`src/rtl/io_bus_ctrl_pkg.sv`:
```
// io_bus_ctrl_pkg: I/O window decode constants and return-path select encoding
package io_bus_ctrl_pkg;
  localparam logic [1:0] IO_BASE_HI = 2'b11;
  localparam logic [15:0] IO_UART = 16'h0000;
  localparam logic [15:0] IO_CLK = 16'h0004;
  typedef enum logic {SEL_RAM = 1'b0, SEL_IO = 1'b1} sel_t;
endpackage

```
`src/rtl/io_bus_ctrl_if.sv`:
```
// io_bus_ctrl_if: CPU byte memory port with controller-side back-pressure
interface io_bus_ctrl_if;
  logic [31:0] mem_a;
  logic [7:0] mem_dout;
  logic mem_wr;
  logic [7:0] mem_din;
  logic io_buffer_full;
  modport master(output mem_a, mem_dout, mem_wr, input mem_din, io_buffer_full);
  modport slave(input mem_a, mem_dout, mem_wr, output mem_din, io_buffer_full);
endinterface

```
`src/rtl/io_tx_fifo.sv`:
```
// io_tx_fifo: circular byte FIFO with extra-MSB pointers for full/empty detection
module io_tx_fifo #(
  parameter int DEPTH = 8
) (
  input logic clk_in,
  input logic rst_in,
  input logic push,
  input logic [7:0] push_data,
  input logic pop,
  output logic [7:0] head,
  output logic full,
  output logic empty,
  output logic [$clog2(DEPTH):0] count
);
  localparam int AW = $clog2(DEPTH);
  logic [7:0] mem [DEPTH];
  logic [AW:0] wr_ptr, rd_ptr;
  logic do_push, do_pop;
  always_comb begin
    empty = wr_ptr == rd_ptr;
    full = (wr_ptr ^ rd_ptr) == {1'b1, {AW{1'b0}}};
    count = wr_ptr - rd_ptr;
    do_pop = pop && !empty;
    do_push = push && (!full || do_pop);
    head = empty ? 8'h00 : mem[rd_ptr[AW-1:0]];
  end
  always_ff @(posedge clk_in or negedge rst_in)
    if (!rst_in) begin
      wr_ptr <= '0;
      rd_ptr <= '0;
    end else begin
      if (do_push) wr_ptr <= wr_ptr + (AW+1)'(1);
      if (do_pop) rd_ptr <= rd_ptr + (AW+1)'(1);
    end
  always_ff @(posedge clk_in)
    if (do_push) mem[wr_ptr[AW-1:0]] <= push_data;
endmodule

```
`src/rtl/io_bus_ctrl.sv`:
```
// io_bus_ctrl: decodes CPU byte accesses to RAM or the UART/clock I/O window
module io_bus_ctrl
  import io_bus_ctrl_pkg::*;
#(
  parameter int TX_DEPTH = 8,
  parameter int FULL_MARGIN = 2,
  parameter int RAM_AW = 17
) (
  input logic clk_in,
  input logic rst_in,
  input logic rdy_in,
  io_bus_ctrl_if.slave bus,
  output logic ram_en,
  output logic ram_wr,
  output logic [RAM_AW-1:0] ram_a,
  output logic [7:0] ram_dout,
  input logic [7:0] ram_din,
  output logic [7:0] tx_data,
  output logic tx_valid,
  input logic tx_ready,
  input logic [7:0] rx_data,
  input logic rx_valid,
  output logic rx_pop,
  output logic program_stop,
  output logic tx_overflow
);
  localparam int CW = $clog2(TX_DEPTH);
  logic is_io, io_rd, io_wr, push, tx_pop, fifo_full, fifo_empty;
  logic [15:0] off;
  logic [7:0] push_data, io_rdata, io_byte_q;
  logic [31:0] cycle_cnt, snap;
  logic [CW:0] count, count_nxt;
  sel_t sel_q;
  io_tx_fifo #(.DEPTH(TX_DEPTH)) u_fifo (
    .clk_in(clk_in),
    .rst_in(rst_in),
    .push(push),
    .push_data(push_data),
    .pop(tx_pop),
    .head(tx_data),
    .full(fifo_full),
    .empty(fifo_empty),
    .count(count)
  );
  always_comb begin
    is_io = bus.mem_a[17:16] == IO_BASE_HI;
    off = bus.mem_a[15:0];
    io_rd = rdy_in && is_io && !bus.mem_wr;
    io_wr = rdy_in && is_io && bus.mem_wr;
    ram_en = rst_in && rdy_in && !is_io;
    ram_wr = bus.mem_wr;
    ram_a = bus.mem_a[RAM_AW-1:0];
    ram_dout = bus.mem_dout;
    rx_pop = rst_in && io_rd && off == IO_UART && rx_valid;
    push = io_wr && ((off == IO_UART && bus.mem_dout != 8'h00) || off == IO_CLK);
    push_data = off == IO_CLK ? 8'h00 : bus.mem_dout;
    tx_valid = !fifo_empty;
    tx_pop = tx_valid && tx_ready;
    count_nxt = count + (CW+1)'(push && (!fifo_full || tx_pop)) - (CW+1)'(tx_pop);
    io_rdata = !io_rd ? 8'h00 :
               off == IO_UART ? (rx_valid ? rx_data : 8'h00) :
               off == IO_CLK ? cycle_cnt[7:0] :
               off == IO_CLK + 16'd1 ? snap[15:8] :
               off == IO_CLK + 16'd2 ? snap[23:16] :
               off == IO_CLK + 16'd3 ? snap[31:24] : 8'h00;
    bus.mem_din = !rst_in ? 8'h00 : sel_q == SEL_RAM ? ram_din : io_byte_q;
  end
  // Back-pressure reflects occupancy after this edge; requests in flight ride on the margin.
  always_ff @(posedge clk_in or negedge rst_in)
    if (!rst_in) begin
      cycle_cnt <= '0;
      snap <= '0;
      sel_q <= SEL_RAM;
      io_byte_q <= '0;
      bus.io_buffer_full <= 1'b0;
      program_stop <= 1'b0;
      tx_overflow <= 1'b0;
    end else begin
      cycle_cnt <= cycle_cnt + 32'd1;
      bus.io_buffer_full <= 32'(TX_DEPTH) - 32'(count_nxt) <= 32'(FULL_MARGIN);
      if (rdy_in) begin
        sel_q <= is_io ? SEL_IO : SEL_RAM;
        io_byte_q <= io_rdata;
        if (io_rd && off == IO_CLK) snap <= cycle_cnt;
        if (io_wr && off == IO_CLK) program_stop <= 1'b1;
        if (push && fifo_full && !tx_pop) tx_overflow <= 1'b1;
      end
    end
endmodule

```
`src/flat_wrapper.sv`:
```
// flat-port wrapper written by rule: the top's interface ports become plain ports
module io_bus_ctrl_flat import io_bus_ctrl_pkg::*;
#(
  parameter int TX_DEPTH = 8,
  parameter int FULL_MARGIN = 2,
  parameter int RAM_AW = 17
)
  (clk_in, rst_in, rdy_in, ram_en, ram_wr, ram_a, ram_dout, ram_din, tx_data, tx_valid, tx_ready, rx_data, rx_valid, rx_pop, program_stop, tx_overflow, bus_mem_a, bus_mem_dout, bus_mem_wr, bus_mem_din, bus_io_buffer_full);
  io_bus_ctrl_if bus_i ();
  input logic clk_in;
  input logic rst_in;
  input logic rdy_in;
  output logic ram_en;
  output logic ram_wr;
  output logic [RAM_AW-1:0] ram_a;
  output logic [7:0] ram_dout;
  input logic [7:0] ram_din;
  output logic [7:0] tx_data;
  output logic tx_valid;
  input logic tx_ready;
  input logic [7:0] rx_data;
  input logic rx_valid;
  output logic rx_pop;
  output logic program_stop;
  output logic tx_overflow;
  input wire logic [$bits(bus_i.mem_a)-1:0] bus_mem_a;
  input wire logic [$bits(bus_i.mem_dout)-1:0] bus_mem_dout;
  input wire logic [$bits(bus_i.mem_wr)-1:0] bus_mem_wr;
  output wire logic [$bits(bus_i.mem_din)-1:0] bus_mem_din;
  output wire logic [$bits(bus_i.io_buffer_full)-1:0] bus_io_buffer_full;
  assign bus_i.mem_a = bus_mem_a;
  assign bus_i.mem_dout = bus_mem_dout;
  assign bus_i.mem_wr = bus_mem_wr;
  assign bus_mem_din = bus_i.mem_din;
  assign bus_io_buffer_full = bus_i.io_buffer_full;
  io_bus_ctrl #(.TX_DEPTH(TX_DEPTH), .FULL_MARGIN(FULL_MARGIN), .RAM_AW(RAM_AW)) u_core (.clk_in(clk_in), .rst_in(rst_in), .rdy_in(rdy_in), .bus(bus_i), .ram_en(ram_en), .ram_wr(ram_wr), .ram_a(ram_a), .ram_dout(ram_dout), .ram_din(ram_din), .tx_data(tx_data), .tx_valid(tx_valid), .tx_ready(tx_ready), .rx_data(rx_data), .rx_valid(rx_valid), .rx_pop(rx_pop), .program_stop(program_stop), .tx_overflow(tx_overflow));
endmodule
```
`config.mk`:
```
export PLATFORM = sky130hd
export DESIGN_NAME = io_bus_ctrl_flat
export DESIGN_NICKNAME = d
export VERILOG_FILES = /design/src/rtl/io_bus_ctrl_pkg.sv /design/src/rtl/io_bus_ctrl_if.sv /design/src/rtl/io_tx_fifo.sv /design/src/rtl/io_bus_ctrl.sv /design/src/flat_wrapper.sv
export SDC_FILE = /design/constraint.sdc
export NUM_CORES = 1
export LEC_CHECK = 0
export BUFFER_PORTS_ARGS = -buffer_cell sky130_fd_sc_hd__buf_2
export CAP_MARGIN = 10
export CORE_ASPECT_RATIO = 1.25
export CORE_UTILIZATION = 53
export CTS_BUF_LIST = sky130_fd_sc_hd__clkbuf_4 sky130_fd_sc_hd__clkbuf_8
export DETAILED_ROUTE_END_ITERATION = 10
export PLACE_DENSITY = 0.83
export REMOVE_ABC_BUFFERS = 1
export SLEW_MARGIN = 20
export SYNTH_ARGS = -nofsm -noshare
export SYNTH_HDL_FRONTEND = slang
export SYNTH_HIERARCHICAL = 1
export SYNTH_SLANG_ARGS = --single-unit
```
`constraint.sdc`:
```
create_clock -name clk_in -period 3.2 [get_ports clk_in]
set_input_delay 0.64 -clock clk_in [delete_from_list [all_inputs] [get_ports clk_in]]
set_output_delay 0.64 -clock clk_in [all_outputs]
set_load 0.01 [all_outputs]
```
### Yosys cells after proc, flatten, opt, wreduce, memory -nomap -nowiden

Memories as Yosys holds them, arrays and structs flattened.
Cells that the tools add are included.

* register bits after elaboration: 84
* RAM bits: 64
* input bits: 62
* output and inout bits: 48
* logic and storage cells: 71
* memories kept: 1

Memory list
* u_core.u_fifo.mem: depth 8, bits a word 8, read ports 1, clocked after memory_dff 0, wr ports 1, line io_tx_fifo.sv:16 `logic [7:0] mem [DEPTH];`

* $add $sub $neg: 7
* order comparisons: 1
* equal/unequal tests: 7
* multiplexer cells: 14
* bitwise gates (word level): 1
* reduce and logical (&&, ||, !) cells: 31

Operators with widths (number)
* 2-to-1 mux 8 bit: 11
* equality test 16 x 3 -> 1 bit, second input constant: 4
* adder 32 x 1 -> 32 bit, second input constant: 1
* <= comparator 32 x 2 -> 1 bit, second input constant: 1
* logical AND 1 bit: 18
* zero test 16 bit: 1
* adder 4 x 1 -> 4 bit, second input constant: 2
* nonzero test 8 bit: 1
* AND reduction 2 bit: 3
* zero test 1 bit: 5
* subtractor 4 x 4 -> 5 bit, first input constant: 1
* adder 4 x 1 -> 4 bit: 1
* equality test 4 bit: 1
* equality test 4 bit, second input constant: 1
* subtractor 4 x 1 -> 4 bit: 1
* subtractor 4 bit: 1
* XOR 4 bit: 1
* logical OR 1 bit: 3
* 2-to-1 mux 1 bit: 3
* equality test 2 bit, second input constant: 1

### Depth between registers and ports, before layout

* depth after elaboration: 9
* depth in mapped cells: 19
* mapped depth without buffers: 18

### Cells and area by module

The synthesis kept the hierarchy.

Modules (own cells, without submodules)
* io_bus_ctrl: instances 1, cells each 351, area each 3903.7 um^2, seq. area each 1701.6 um^2
* io_tx_fifo: instances 1, cells each 190, area each 3041.7 um^2, seq. area each 2122.0 um^2

### Worst setup path before layout

OpenSTA, ideal clock, no wires.

* path type: input port to flip-flop
* start: input port bus_mem_a[14]
* end: register u_core.bus.io_buffer_full
* setup time: 127 ps
* arrival: 3893 ps
* required time: 3073 ps
* setup slack: -820 ps
* cell stages on the path: 14
* buffers on the path: 0
* cells stage by stage: nor4_1 nand3_1 nor4_1 nand2_1 ha_1 inv_1 ha_1 inv_1 fa_1 inv_1 ha_1 nand2b_1 nand4_1 mux2i_1

* word-level cells in the longest chain between the ends: 9
* elaborated cells between the ends (all ways): 10
* classes of those cells: add/sub: 3; order compare: 1; eq/ne: 1; reduce/logical: 5

Ends and longest elaborated chain
* start: declaration: line flat_wrapper.sv:26 `input wire logic [$bits(bus_i.mem_a)-1:0] bus_mem_a;`
* zero test 16 bit: line io_bus_ctrl.sv:55 `push = io_wr && ((off == IO_UART && bus.mem_dout != 8'h00) || off == IO_CLK);`
* logical AND 1 bit: line io_bus_ctrl.sv:55
* logical OR 1 bit *: line io_bus_ctrl.sv:55
* logical AND 1 bit *: line io_bus_ctrl.sv:55
* named net u_core.push: line io_bus_ctrl.sv:28 `logic is_io, io_rd, io_wr, push, tx_pop, fifo_full, fifo_empty;`
* logical AND 1 bit *: line io_bus_ctrl.sv:59 `count_nxt = count + (CW+1)'(push && (!fifo_full || tx_pop)) - (CW+1)'(tx_pop);`
* adder 4 x 1 -> 4 bit *: line io_bus_ctrl.sv:59
* subtractor 4 x 1 -> 4 bit *: line io_bus_ctrl.sv:59
* subtractor 4 x 4 -> 5 bit *: line io_bus_ctrl.sv:80 `bus.io_buffer_full <= 32'(TX_DEPTH) - 32'(count_nxt) <= 32'(FULL_MARGIN);`
* <= comparator 32 x 2 -> 1 bit *: line io_bus_ctrl.sv:80
* end signal: assignment: line io_bus_ctrl.sv:80
* end: declaration: line io_bus_ctrl_if.sv:9 `modport slave(input mem_a, mem_dout, mem_wr, output mem_din, io_buffer_full);`

The timed path passes the listed nets; every way through them passes the cells marked *.
A chain may end at the register's enable or synchronous reset.

### Worst setup path after layout

* start: input port bus_mem_wr
* end: register u_core.bus.io_buffer_full

* word-level cells in the longest chain between the ends: 7

Ends and longest elaborated chain
* start: declaration: line flat_wrapper.sv:28 `input wire logic [$bits(bus_i.mem_wr)-1:0] bus_mem_wr;`
* logical AND 1 bit: line io_bus_ctrl.sv:49 `io_wr = rdy_in && is_io && bus.mem_wr;`
* logical AND 1 bit: line io_bus_ctrl.sv:55
* named net u_core.push: line io_bus_ctrl.sv:28
* logical AND 1 bit: line io_bus_ctrl.sv:59
* adder 4 x 1 -> 4 bit: line io_bus_ctrl.sv:59
* subtractor 4 x 1 -> 4 bit: line io_bus_ctrl.sv:59
* subtractor 4 x 4 -> 5 bit: line io_bus_ctrl.sv:80
* <= comparator 32 x 2 -> 1 bit: line io_bus_ctrl.sv:80

The timed path passes the listed nets, and every way through them passes these cells.

==> impl_metrics.ini <==
[run_status]
status = finished clean

[place]
dpl.hpwl_mm = 10.8
gp_congestion = 0.850
numPortBuffers = 95
dp_slack_ps = -418
place_area_mm2 = 0.00757

[final_layout]
area_delta_synth_final_pct = 16.2
layout-drive-gt1-share_pct = 33.2
num-fill-cells = 922
nNetsFinal = 720
antenna_cells = 0
final_area_mm2 = 0.00807

[clocking]
cts_tree = done
insertion_delay_ps = 430
clkTransAtPathRegs_ps = 80
clock_sinks = 140
cts-root-buf = clkbuf_8
cts_max_level = 4
ctsHoldBuffers = 0
clk_path_buf_depth = 2
numCtsBuffers = 17

[routing]
drc_errors = 0
routed_wl_mm = 15.4
antenna_left = 0
viasPerCell = 5.81
drtIter0Drc = 256
drtPass1Iterations = 5
wl_per_cell_um = 18.7
vias = 4790

[sta]
hold_violations = 0
grt_setup_unrepaired = no
timing.fmax_ghz = 0.323
setup_tns_ps = 0
skew_ps = 8.00
min_period_over_period_pct = 96.6
relSlewSlack_pct = 33.1
fin_ws_ps = 107
hold_slack_ps = 413
tightest_slew_ps = 1000
report.final.slew_viol_count = 0
setup_viol = 0
post-route-min-period_ps = 3090

[critical_path]
cp_slowest_cell = fa_2
cp-start-kind = input port
crit_type = in -> reg
critical_path_required_ps = 3510
cp.arrival_ps = 3400
cpPeakStageDelay_ps = 590
path_buf_inv = 5
worstPathMaxFanout = 4
endpoint_kind = flop
cp_cell_sequence = buf_2 > nand4_1 > a31o_4 > nor4_4 > buf_4 > nand2_1 > ha_1 > inv_1 > ha_2 > inv_2 > fa_2 > inv_2 > ha_1 > nand2b_4 > nand3_1 > mux2i_1
reg2reg_slack_ps = 190
critPathTopFamily = adder cells

[hold_path]
hold_path_class = in -> reg

[yosys]
yosys_register_bits = 140
synth_ff_type = dfrtp_1
yosys.area_share.xor_xnor_pct = 5.53
synth_compound_area_share_pct = 4.97
ys_types = 51
synth_mux_area_share_pct = 13.9
async_flop_share_pct = 54.3
yosysSeqAreaShare_pct = 55.1
yosysTopAreaCell = edfxtp_1
syn_area_mm2 = 0.00695
avgSynthCellArea_um2 = 12.8
synth_top_family_by_area = multiplexers
synth-simple-area-share_pct = 12.0
syn_inst = 541
yosysTopAreaCellShare_pct = 27.7
synth_edf_count = 64
synthAdderAreaFrac_pct = 2.74
ys_top_cells_by_count = dfrtp_1, edfxtp_1, mux2i_1, xnor2_1, nand3_1
ys_warn_count = 6
synth.most_common_cell = dfrtp_1
yosys-top-cells-area = edfxtp_1, dfrtp_1, mux2i_1

[floorplanning]
core_mm2 = 0.0127
dieArea_mm2 = 0.0136
io_pins = 110
die_w_um = 104
rows = 46
initial_core_util_pct = 54.6
die_h_um = 130

[global_route]
grtUsageMet1_pct = 28.4
grt_pass1_vias = 4801
grt_overflow_total = 0
track_usage_pct = 23.4
grt_pass1_wl_mm = 24.4
antenna_found_initial = 0
top_usage_layer = met2
globalRouteMet2Util_pct = 41.8
met3_usage_pct = 4.45
grt_max_degree = 77

[power_and_ir_drop]
vdd_drop_max_mv = 0.281
power.leakage_uw = 0.00345
powerDensity_mw_per_mm2 = 440
finalPower_uw = 3550

[job]
drv_cap = 0
[worst reg2reg max path: cells and delay by family (launching register included)]
kind | cells | cell delay [ps]
adders and majority gates | 5 | 1520
buffers and inverters | 7 | 440
DFF | 1 | 410
muxes | 1 | 70
and+or+nand+nor | 4 | 460
[area by class of cell]
type / count / area (um2) / area share, %
Clock buffer: 22 / 290 / 3.60
Tap cell: 168 / 210 / 2.60
Inverter: 24 / 90.1 / 1.12
Sequential cell: 140 / 3820 / 47.4
Timing Repair Buffer: 129 / 733 / 9.08
Clock inverter: 10 / 139 / 1.72
Multi-Input combinational cell: 332 / 2790 / 34.5
[per-layer routing]
layer	routed length, um	vias up
li1	-	2162
met1	6180	2405
met2	8140	197
met3	795	26
met4	301	0
met5	0	-
[cell families (layout without fill, tap and decap cells)]
group | count (synthesis) | in the layout
compound gates | 42 | 42
xor+xnor | 43 | 43
fa+ha+maj | 14 | 14
buf+inv | 69 | 185
flops | 140 | 140
mux | 82 | 82
simple gates | 151 | 151
[power by group]
part	total, uW	internal, uW	switching [uW]
Combinational	160	63.3	96.4
Clock	1500	851	651
Sequential	1890	1880	5.12
[layout by cell type (no fill, tap or decap), drive strengths merged, types with 22 or more instances in the layout]
master,n
edfxtp,64
nand2,23
inv,24
mux2i,41
dfrtp,76
nand3,31
xnor2,35
buf,129
mux2,40
clkbuf,22
[sequential cells by signal, indices dropped and copies added (netlist names), 4 cells and up]
name / count
u_core/io_byte_q: 8
u_core/snap: 24
u_core/u_fifo/mem: 64
u_core/u_fifo/rd_ptr: 4
u_core/cycle_cnt: 32
u_core/u_fifo/wr_ptr: 4
[timing repair]
action	4_1_cts	5_1_grt
gates resized for setup	0	11
setup endpoints to repair	0	1
buffers inserted	0	1
[worst paths after layout]
path	start	to	depth (start not counted)
max in group asynchronous	rst_in	u_core/u_fifo/rd_ptr[0]	2
min reg2reg	u_core/cycle_cnt[31]	u_core/cycle_cnt[31]	1
max reg2reg	u_core/u_fifo/rd_ptr[2]	u_core/bus.io_buffer_full	17
min in group asynchronous	rst_in	u_core/cycle_cnt[23]	2
min	rx_data[6]	u_core/io_byte_q[6]	2
max	bus_mem_wr	u_core/bus.io_buffer_full	16
[stage by stage]
step	util (%)	cells
after floorplan	-	496
after global placement	59.5	792
after detailed placement	59.5	792
after CTS	62.9	824
after global routing	63.5	825
final	63.5	825
(Power assumes the default switching activity.)
